--- src/rtl/mxint_block_quantizer.sv ---
// mxint_block_quantizer: collects BLOCK_SIZE float32 values, derives a shared E8M0 scale, streams signed MXINT elements.
// Ports: i_clk/i_rst (async active-high) | i_valid/o_ready/i_float32 input stream |
//        o_valid/i_ready/o_element/o_last output stream | o_scale/o_nan held for the whole emitted block.
// Optional: define MXQ_SUBNORMAL_EN to quantise subnormal inputs instead of flushing them to zero.
module mxint_block_quantizer #(
  parameter int BLOCK_SIZE = 32,
  parameter int ELEM_WIDTH = 8
) (
  input  logic                  i_clk,
  input  logic                  i_rst,
  input  logic                  i_valid,
  output logic                  o_ready,
  input  logic [31:0]           i_float32,
  output logic                  o_valid,
  input  logic                  i_ready,
  output logic [7:0]            o_scale,
  output logic [ELEM_WIDTH-1:0] o_element,
  output logic                  o_last,
  output logic                  o_nan
);
  localparam int CW = $clog2(BLOCK_SIZE);
  localparam logic [CW-1:0] LAST = CW'(BLOCK_SIZE - 1);
  localparam logic [24:0] QMAX = 25'((1 << (ELEM_WIDTH - 1)) - 1);
  typedef enum logic {COLLECT, EMIT} state_t;
  state_t r_state;
  logic [31:0] r_buf [BLOCK_SIZE];
  logic [CW-1:0] r_in_cnt, r_out_cnt;
  logic [7:0] r_max_exp, r_scale;
  logic r_nan_flag, r_nan;
  logic [7:0] w_e_in, w_max_in, w_e_eff;
  logic w_nan_in;
  logic [31:0] w_cur;
  logic [23:0] w_sig;
  logic [9:0] w_sh;
  logic [47:0] w_ext;
  logic [24:0] w_q;
  logic [ELEM_WIDTH-1:0] w_mag, w_elem;
  // Exponent used both for the block maximum and for the per-element shift.
  function automatic logic [7:0] eff_exp(input logic [31:0] f);
`ifdef MXQ_SUBNORMAL_EN
    return (f[30:23] == 8'd0 && f[22:0] != 23'd0) ? 8'd1 : f[30:23];
`else
    return f[30:23];
`endif
  endfunction
  assign w_e_in   = eff_exp(i_float32);
  assign w_max_in = w_e_in > r_max_exp ? w_e_in : r_max_exp;
  assign w_nan_in = r_nan_flag | (&i_float32[30:23]);
  always_ff @(posedge i_clk or posedge i_rst) begin
    if (i_rst) begin
      r_state    <= COLLECT;
      r_in_cnt   <= '0;
      r_out_cnt  <= '0;
      r_max_exp  <= '0;
      r_nan_flag <= 1'b0;
      r_scale    <= '0;
      r_nan      <= 1'b0;
    end else if (r_state == COLLECT) begin
      if (i_valid) begin
        r_in_cnt   <= r_in_cnt == LAST ? '0 : r_in_cnt + CW'(1);
        r_max_exp  <= r_in_cnt == LAST ? '0 : w_max_in;
        r_nan_flag <= r_in_cnt == LAST ? 1'b0 : w_nan_in;
        if (r_in_cnt == LAST) begin
          r_scale <= w_nan_in ? 8'hFF : w_max_in;
          r_nan   <= w_nan_in;
          r_state <= EMIT;
        end
      end
    end else if (i_ready) begin
      r_out_cnt <= r_out_cnt == LAST ? '0 : r_out_cnt + CW'(1);
      if (r_out_cnt == LAST) r_state <= COLLECT;
    end
  end
  // Buffer contents need no reset: they are only read while emitting a freshly filled block.
  always_ff @(posedge i_clk) begin
    if (r_state == COLLECT && i_valid) r_buf[r_in_cnt] <= i_float32;
  end
  assign w_cur   = r_buf[r_out_cnt];
  assign w_e_eff = eff_exp(w_cur);
`ifdef MXQ_SUBNORMAL_EN
  assign w_sig = {|w_cur[30:23], w_cur[22:0]};
`else
  assign w_sig = {1'b1, w_cur[22:0]};
`endif
  // Align to the scale, keeping 24 bits below the binary point for guard/sticky; huge shifts fall out as zero.
  assign w_sh   = {2'b0, r_scale} - {2'b0, w_e_eff} + 10'(25 - ELEM_WIDTH);
  assign w_ext  = {w_sig, 24'd0} >> w_sh;
  assign w_q    = {1'b0, w_ext[47:24]} + 25'(w_ext[23] & ((|w_ext[22:0]) | w_ext[24]));
  assign w_mag  = w_q > QMAX ? QMAX[ELEM_WIDTH-1:0] : w_q[ELEM_WIDTH-1:0];
  assign w_elem = (r_nan || w_e_eff == 8'd0) ? '0 : w_cur[31] ? -w_mag : w_mag;
  assign o_ready   = r_state == COLLECT;
  assign o_valid   = r_state == EMIT;
  assign o_scale   = r_scale;
  assign o_nan     = r_nan;
  assign o_element = o_valid ? w_elem : '0;
  assign o_last    = o_valid && r_out_cnt == LAST;
endmodule
--- config.mk ---
export PLATFORM = sky130hd
export DESIGN_NAME = mxint_block_quantizer
export DESIGN_NICKNAME = d
export VERILOG_FILES = /design/src/rtl/mxint_block_quantizer.sv
export SDC_FILE = /design/constraint.sdc
export NUM_CORES = 1
export LEC_CHECK = 0
export ABC_AREA = 1
export ABC_CLOCK_PERIOD_IN_PS = 23700
export BUFFER_PORTS_ARGS = -buffer_cell sky130_fd_sc_hd__buf_2
export CORE_ASPECT_RATIO = 0.6
export CORE_MARGIN = 2
export CORE_UTILIZATION = 35
export CTS_CLUSTER_DIAMETER = 50
export CTS_CLUSTER_SIZE = 40
export DETAILED_ROUTE_END_ITERATION = 8
export PLACE_DENSITY_LB_ADDON = 0.2
export SLEW_MARGIN = 30
export SYNTH_ARGS = -nofsm -noshare
export SYNTH_HDL_FRONTEND = slang
export SYNTH_SLANG_ARGS = --single-unit
--- constraint.sdc ---
create_clock -name i_clk -period 23.7 [get_ports i_clk]
set_input_delay 4.74 -clock i_clk [delete_from_list [all_inputs] [get_ports i_clk]]
set_output_delay 4.74 -clock i_clk [all_outputs]
set_load 0.01 [all_outputs]
Word level (Yosys, flattened, before mapping)
Memories as Yosys holds them, arrays and structs flattened.
Index checks and enable logic that the tools add are counted.

word-level totals
  register bits = 29
  memory bits (writable) = 1024
  output and inout port bits = 20
  logic and storage cells = 49
  memories kept = 1

cells by class
  $add $sub $neg = 6
  order comparisons = 2
  equal/unequal tests = 2
  shift operators = 1
  mux-type cells = 17
  bitwise logic cells = 4
  reduce and logical (&&, ||, !) cells = 9

memory list
  memory  words  bits a word  read ports  clocked after Yosys merged registers in  wr ports  line  source
  r_buf   32     32           1           0                                        1         26    logic [31:0] r_buf [BLOCK_SIZE];

operators by type and width
  cell                    count
  $mux W8                 7
  $shr A48 B10 Y48        1
  $add A24 B1 Y25         1
  $gt A25 B7 Y1 const B   1
  $reduce_or A23 Y1       1
  $add A5 B1 Y5 const B   2
  $add A9 B6 Y10 const B  1
  $eq A5 B5 Y1 const B    2
  $mux W5                 2
  $sub A8 B8 Y9           1
  $gt A8 B8 Y1            1
  $logic_not A8 Y1        1
  $mux W1                 8
  $neg A8 Y8              1
  $reduce_and A8 Y1       1
  $reduce_and A2 Y1       2
  $reduce_and A3 Y1       1
  $logic_and A1 B1 Y1     2
  $or A1 B1 Y1            2
  $and A1 B1 Y1           1
  $logic_or A1 B1 Y1      1
  $not A1 Y1              1

Logic depth before layout (Yosys ltp)
An unclocked memory read counts as a cell.

  depth in word-level cells = 14
  depth in mapped cells = 58
  mapped depth without buffers = 49

Least setup slack after synthesis
Ideal clock, no wire load.

  path kind = register to output
  from = register r_out_cnt[0]
  to = output port o_element[6]
  data arrival time = 6.872 ns
  required time = 18.960 ns
  setup slack = 12.088 ns
  cell stages (with the launch flop) = 55
  cells stage by stage = dfrtp_1 -> buf_4 -> clkinv_2 -> buf_4 -> buf_4 -> buf_2 -> clkbuf_1 -> clkbuf_1 -> clkbuf_1 -> o21ai_0 -> o221ai_1 -> o211ai_1 -> nand4_1 -> nand2_1 -> inv_1 -> ha_1 -> inv_1 -> fa_1 -> (+19 left out) -> nand2_2 -> inv_1 -> ha_1 -> nand3_4 -> nor2_4 -> inv_2 -> o21ai_1 -> nand2_1 -> nor2_1 -> nand4_1 -> nor2_2 -> nand2_2 -> nor2_1 -> ha_1 -> nand2_1 -> o21bai_4 -> a21oi_1 -> nor2_1

on the way
  longest elaborated chain between the ends = 14
  elaborated cells between the ends (all ways) = 16

RTL lines
  what                    line  source
  from (decl)             27    logic [CW-1:0] r_in_cnt, r_out_cnt;
  from (signal assigned)  70    r_out_cnt <= r_out_cnt == LAST ? '0 : r_out_cnt + CW'(1);
  $mem_v2 Z32 W32 (*)     --
  $sub A8 B8 Y9           86    assign w_sh = {2'b0, r_scale} - {2'b0, w_e_eff} + 10'(25 - ELEM_WIDTH);
  $add A9 B6 Y10          86
  $shr A48 B10 Y48        87    assign w_ext = {w_sig, 24'd0} >> w_sh;
  $reduce_or A23 Y1       88    assign w_q = {1'b0, w_ext[47:24]} + 25'(w_ext[23] & ((|w_ext[22:0]) | w_ext[24]));
  $or A1 B1 Y1            88
  $and A1 B1 Y1           88
  $add A24 B1 Y25         88
  $gt A25 B7 Y1           89    assign w_mag = w_q > QMAX ? QMAX[ELEM_WIDTH-1:0] : w_q[ELEM_WIDTH-1:0];
  $mux W8                 89
  $neg A8 Y8              90    assign w_elem = (r_nan || w_e_eff == 8'd0) ? '0 : w_cur[31] ? -w_mag : w_mag;
  $mux W8                 90
  $mux W8 (*)             90
  $mux W8 (*)             95    assign o_element = o_valid ? w_elem : '0;
  to (decl)               17    output logic [ELEM_WIDTH-1:0] o_element,

Every way passes the cells marked *; elsewhere a longest branch is shown, timed or not.

Worst setup path in the final report
Ends and elaborated chain as after synthesis.

==> run metrics <==
DR vias/cell=~5.5; starting density of the core=a little over a third; most frequent CP cell=nand3_1; # hold bufs at CTS=0; crit path buf inv count=9; crit path time final=15.34 ns; Mapped Area=0.04524 sq mm; Sink Count=between 1000 and 1500; antenna violations before repair=5; EDFF count, synth=a little over 1000; Final Setup Violations=0; critical path type=reg2out; ANT nets after route=0; via count=roughly 31000; fillers=approximately 12000; Setup Buffers After CTS=0; CP endpoint kind=output pin; drt pass-1 iters=7; CTS tree=built; max-cap viol count=0; core area=around 0.13 sq mm; setup TNS=0 ns; critical path's largest stage delay=about 0.89 ns; CP max FO=around 150; Yosys reg bits=about 1100; final setup margin=about 8.4 ns; met2 routed WL=57.91 mm; CTS buffer count=a little under 70; top sig layer=met5; measured slew at the worst slew-check pin=around 1.0 ns; first-pass GRT wire length=a little over 200 mm; clock latency on the worst-skew pair=0.70 ns; vias in the first global route=between 20000 and 30000; Post-synth ARST share=under 10%; Syn Area/Cell=approximately 11 sq um; wl on met1=68.93 mm; Tightest Hold Check Type=reg2reg; initial detailed-routing violation count=around 4200; status=finished clean; GRT overflow=0; fin crit share=64.74%; wire length on met3=~12 mm; Max Slew Vio Count=0; Clock transition at path regs=0.10 ns; Slew Limit Headroom=approximately a third; DIE HEIGHT=282.5 um; Clock Skew=0.03965 ns; number of port buffers=between 50 and 60; DIE WIDTH=about 470 um; CP Data Required Time=roughly 19 ns; Final nets=roughly 4000; syn_nets=a little over 4000; Final Hold Vio Count=0; DIE AREA=between 0.1 and 0.15 sq mm; Most used DFF post-synth=edfxtp_1; WL/cell=25.01 um; Gates resized, CTS repair=0; pin count of the biggest net entering global routing=230; H-tree levels=3; DRC violations left=0; share of layout cells above drive strength 1=9.082%; Clock Path Buffers=3; worst path arrival time=10.60 ns; top cell family by delay on the critical path=buffers and inverters; HPWL after DPL=between 70 and 80 mm; Row Count=slightly above 100; post-synthesis sequential area ratio=a little over two thirds; Final GP Congestion=about 0.9; post-place setup slack=just over 9 ns; max frequency=roughly 65 MHz; Syn Inst Count=~4000; root buffer cell=clkbuf_16; GRT Total Usage=21.25%; Synth cell types=56; RSZ-0062 raised after global routing=no; CP Launch Type=flop; Boundary Pins=56; critical path's slowest cell=clkinv_1; area grow syn2layout=10.44%; Routed WL=142.4 mm; YS warnings=0
## tightest hold or removal path: cells and delay by family, from the launching register on
| family | cells | cell delay (ns) |
|---|---|---|
| AO/OA/AOI/OAI | 1 | 0.05 |
| buffers and inverters | 1 | 0.07 |
| flip-flops | 1 | 0.39 |
## layout make-up
type,count,area (sq um),share of cell area (%)
inverters,125,495.5,0.9916
well taps,1716,2147,4.297
flip-flops and latches,1053,31490,63.02
clock buffers,78,1846,3.693
multi-input cells,2545,12460,24.93
repair buffers,127,893.4,1.788
diodes,2,5.005,0.01002
clock inverters,47,635.6,1.272
## synth_stat cells, types with 2 or more instances
cell type,number,share of area [%]
inv_1,99,0.82
ha_1,28,0.77
and2_1,4,0.055
inv_2,19,0.16
edfxtp_1,1024,68
nor2_4,5,0.12
o211ai_1,19,0.32
nand3_4,2,0.077
o311ai_0,2,0.039
a22oi_1,26,0.43
a32o_1,12,0.27
buf_1,30,0.25
clkinv_1,6,0.050
nand2_1,993,8.2
buf_4,15,0.25
a31oi_1,2,0.028
nand3_2,5,0.11
a22o_1,39,0.76
xor2_1,5,0.097
dfrtp_1,29,1.6
a21oi_1,236,2.6
o21ai_1,6,0.066
o2111ai_1,2,0.039
nor2_2,11,0.15
nand4_1,32,0.44
or2_2,7,0.097
buf_6,3,0.075
xnor2_1,4,0.077
nor4_1,4,0.055
nand3_1,556,6.2
o221ai_1,27,0.52
clkbuf_1,103,0.85
o22ai_1,47,0.65
nor2_1,243,2.0
buf_2,85,0.94
nor3_1,16,0.18
o21ai_0,175,1.9
a221o_1,2,0.044
nand2_2,18,0.25
o31ai_1,3,0.050
## final timing paths
| kind | startpoint | endpoint | slack [ns] | cells after the start |
|---|---|---|---|---|
| setup / recovery | r_out_cnt[0] | o_element[6] | 8.36 | 38 |
| hold / removal | o_nan | o_nan | 0.55 | 2 |
| setup reg to reg | o_valid | r_buf[17][23] | 20.14 | 6 |
| hold reg to reg | o_nan | o_nan | 0.55 | 2 |
| max in group asynchronous | i_rst | r_out_cnt[1] | 19.24 | 3 |
| min in group asynchronous | i_rst | r_out_cnt[0] | 4.13 | 3 |
## sequential cells by signal, indices dropped and copies added, names as in the netlist
register	count
r_max_exp	8
o_valid	1
o_nan	1
r_nan_flag	1
r_buf	1024
r_out_cnt	5
o_scale	8
r_in_cnt	5
## per-stage QoR
stage	area (sq um)	instances	hold WS [ns]	util, %
after floorplan	45240	3960	0.5085	-
after global placement	47420	5564	0.5302	36.86
after detailed placement	47420	5564	0.5380	36.86
after CTS	49900	5689	0.5555	38.79
after global routing	49970	5693	0.5933	38.84
final	49970	5693	0.5502	38.84
## layer usage
layer | global-route usage [%] | vias up
met5 | 0 | -
li1 | - | 14141
met1 | 33.23 | 15464
met3 | 4.878 | 189
met4 | 4.815 | 2
met2 | 29.46 | 1243
## kinds of logic (layout without fill, tap and decap cells)
kind of cell / count (synthesis) / in the layout / share of synthesized area, %
XOR/XNOR: 9 / 9 / 0.1742
flip-flops: 1053 / 1053 / 69.57
buffers and inverters: 362 / 377 / 3.440
AND/OR/NAND/NOR: 1901 / 1901 / 18.07
AO/OA/AOI/OAI: 606 / 606 / 7.926
other: 0 / 2 / 0
adder cells (fa/ha/maj): 29 / 29 / 0.8186
## cells in the final DEF, fill, tap and decap left out, types with 27 or more instances in the layout
master	Yosys	routed
a21oi_1	236	236
a22o_1	39	39
buf_2	85	55
buf_4	15	67
clkbuf_16	0	73
edfxtp_1	1024	1024
ha_1	28	28
inv_1	99	98
nand2_1	993	993
nand3_1	556	556
nand4_1	32	32
nor2_1	243	214
nor2_4	5	35
o21ai_0	175	174
o221ai_1	27	27
o22ai_1	47	47
Power is not shown: default switching activity piles up to over one toggle a cycle in this logic, so the estimate is an artifact.
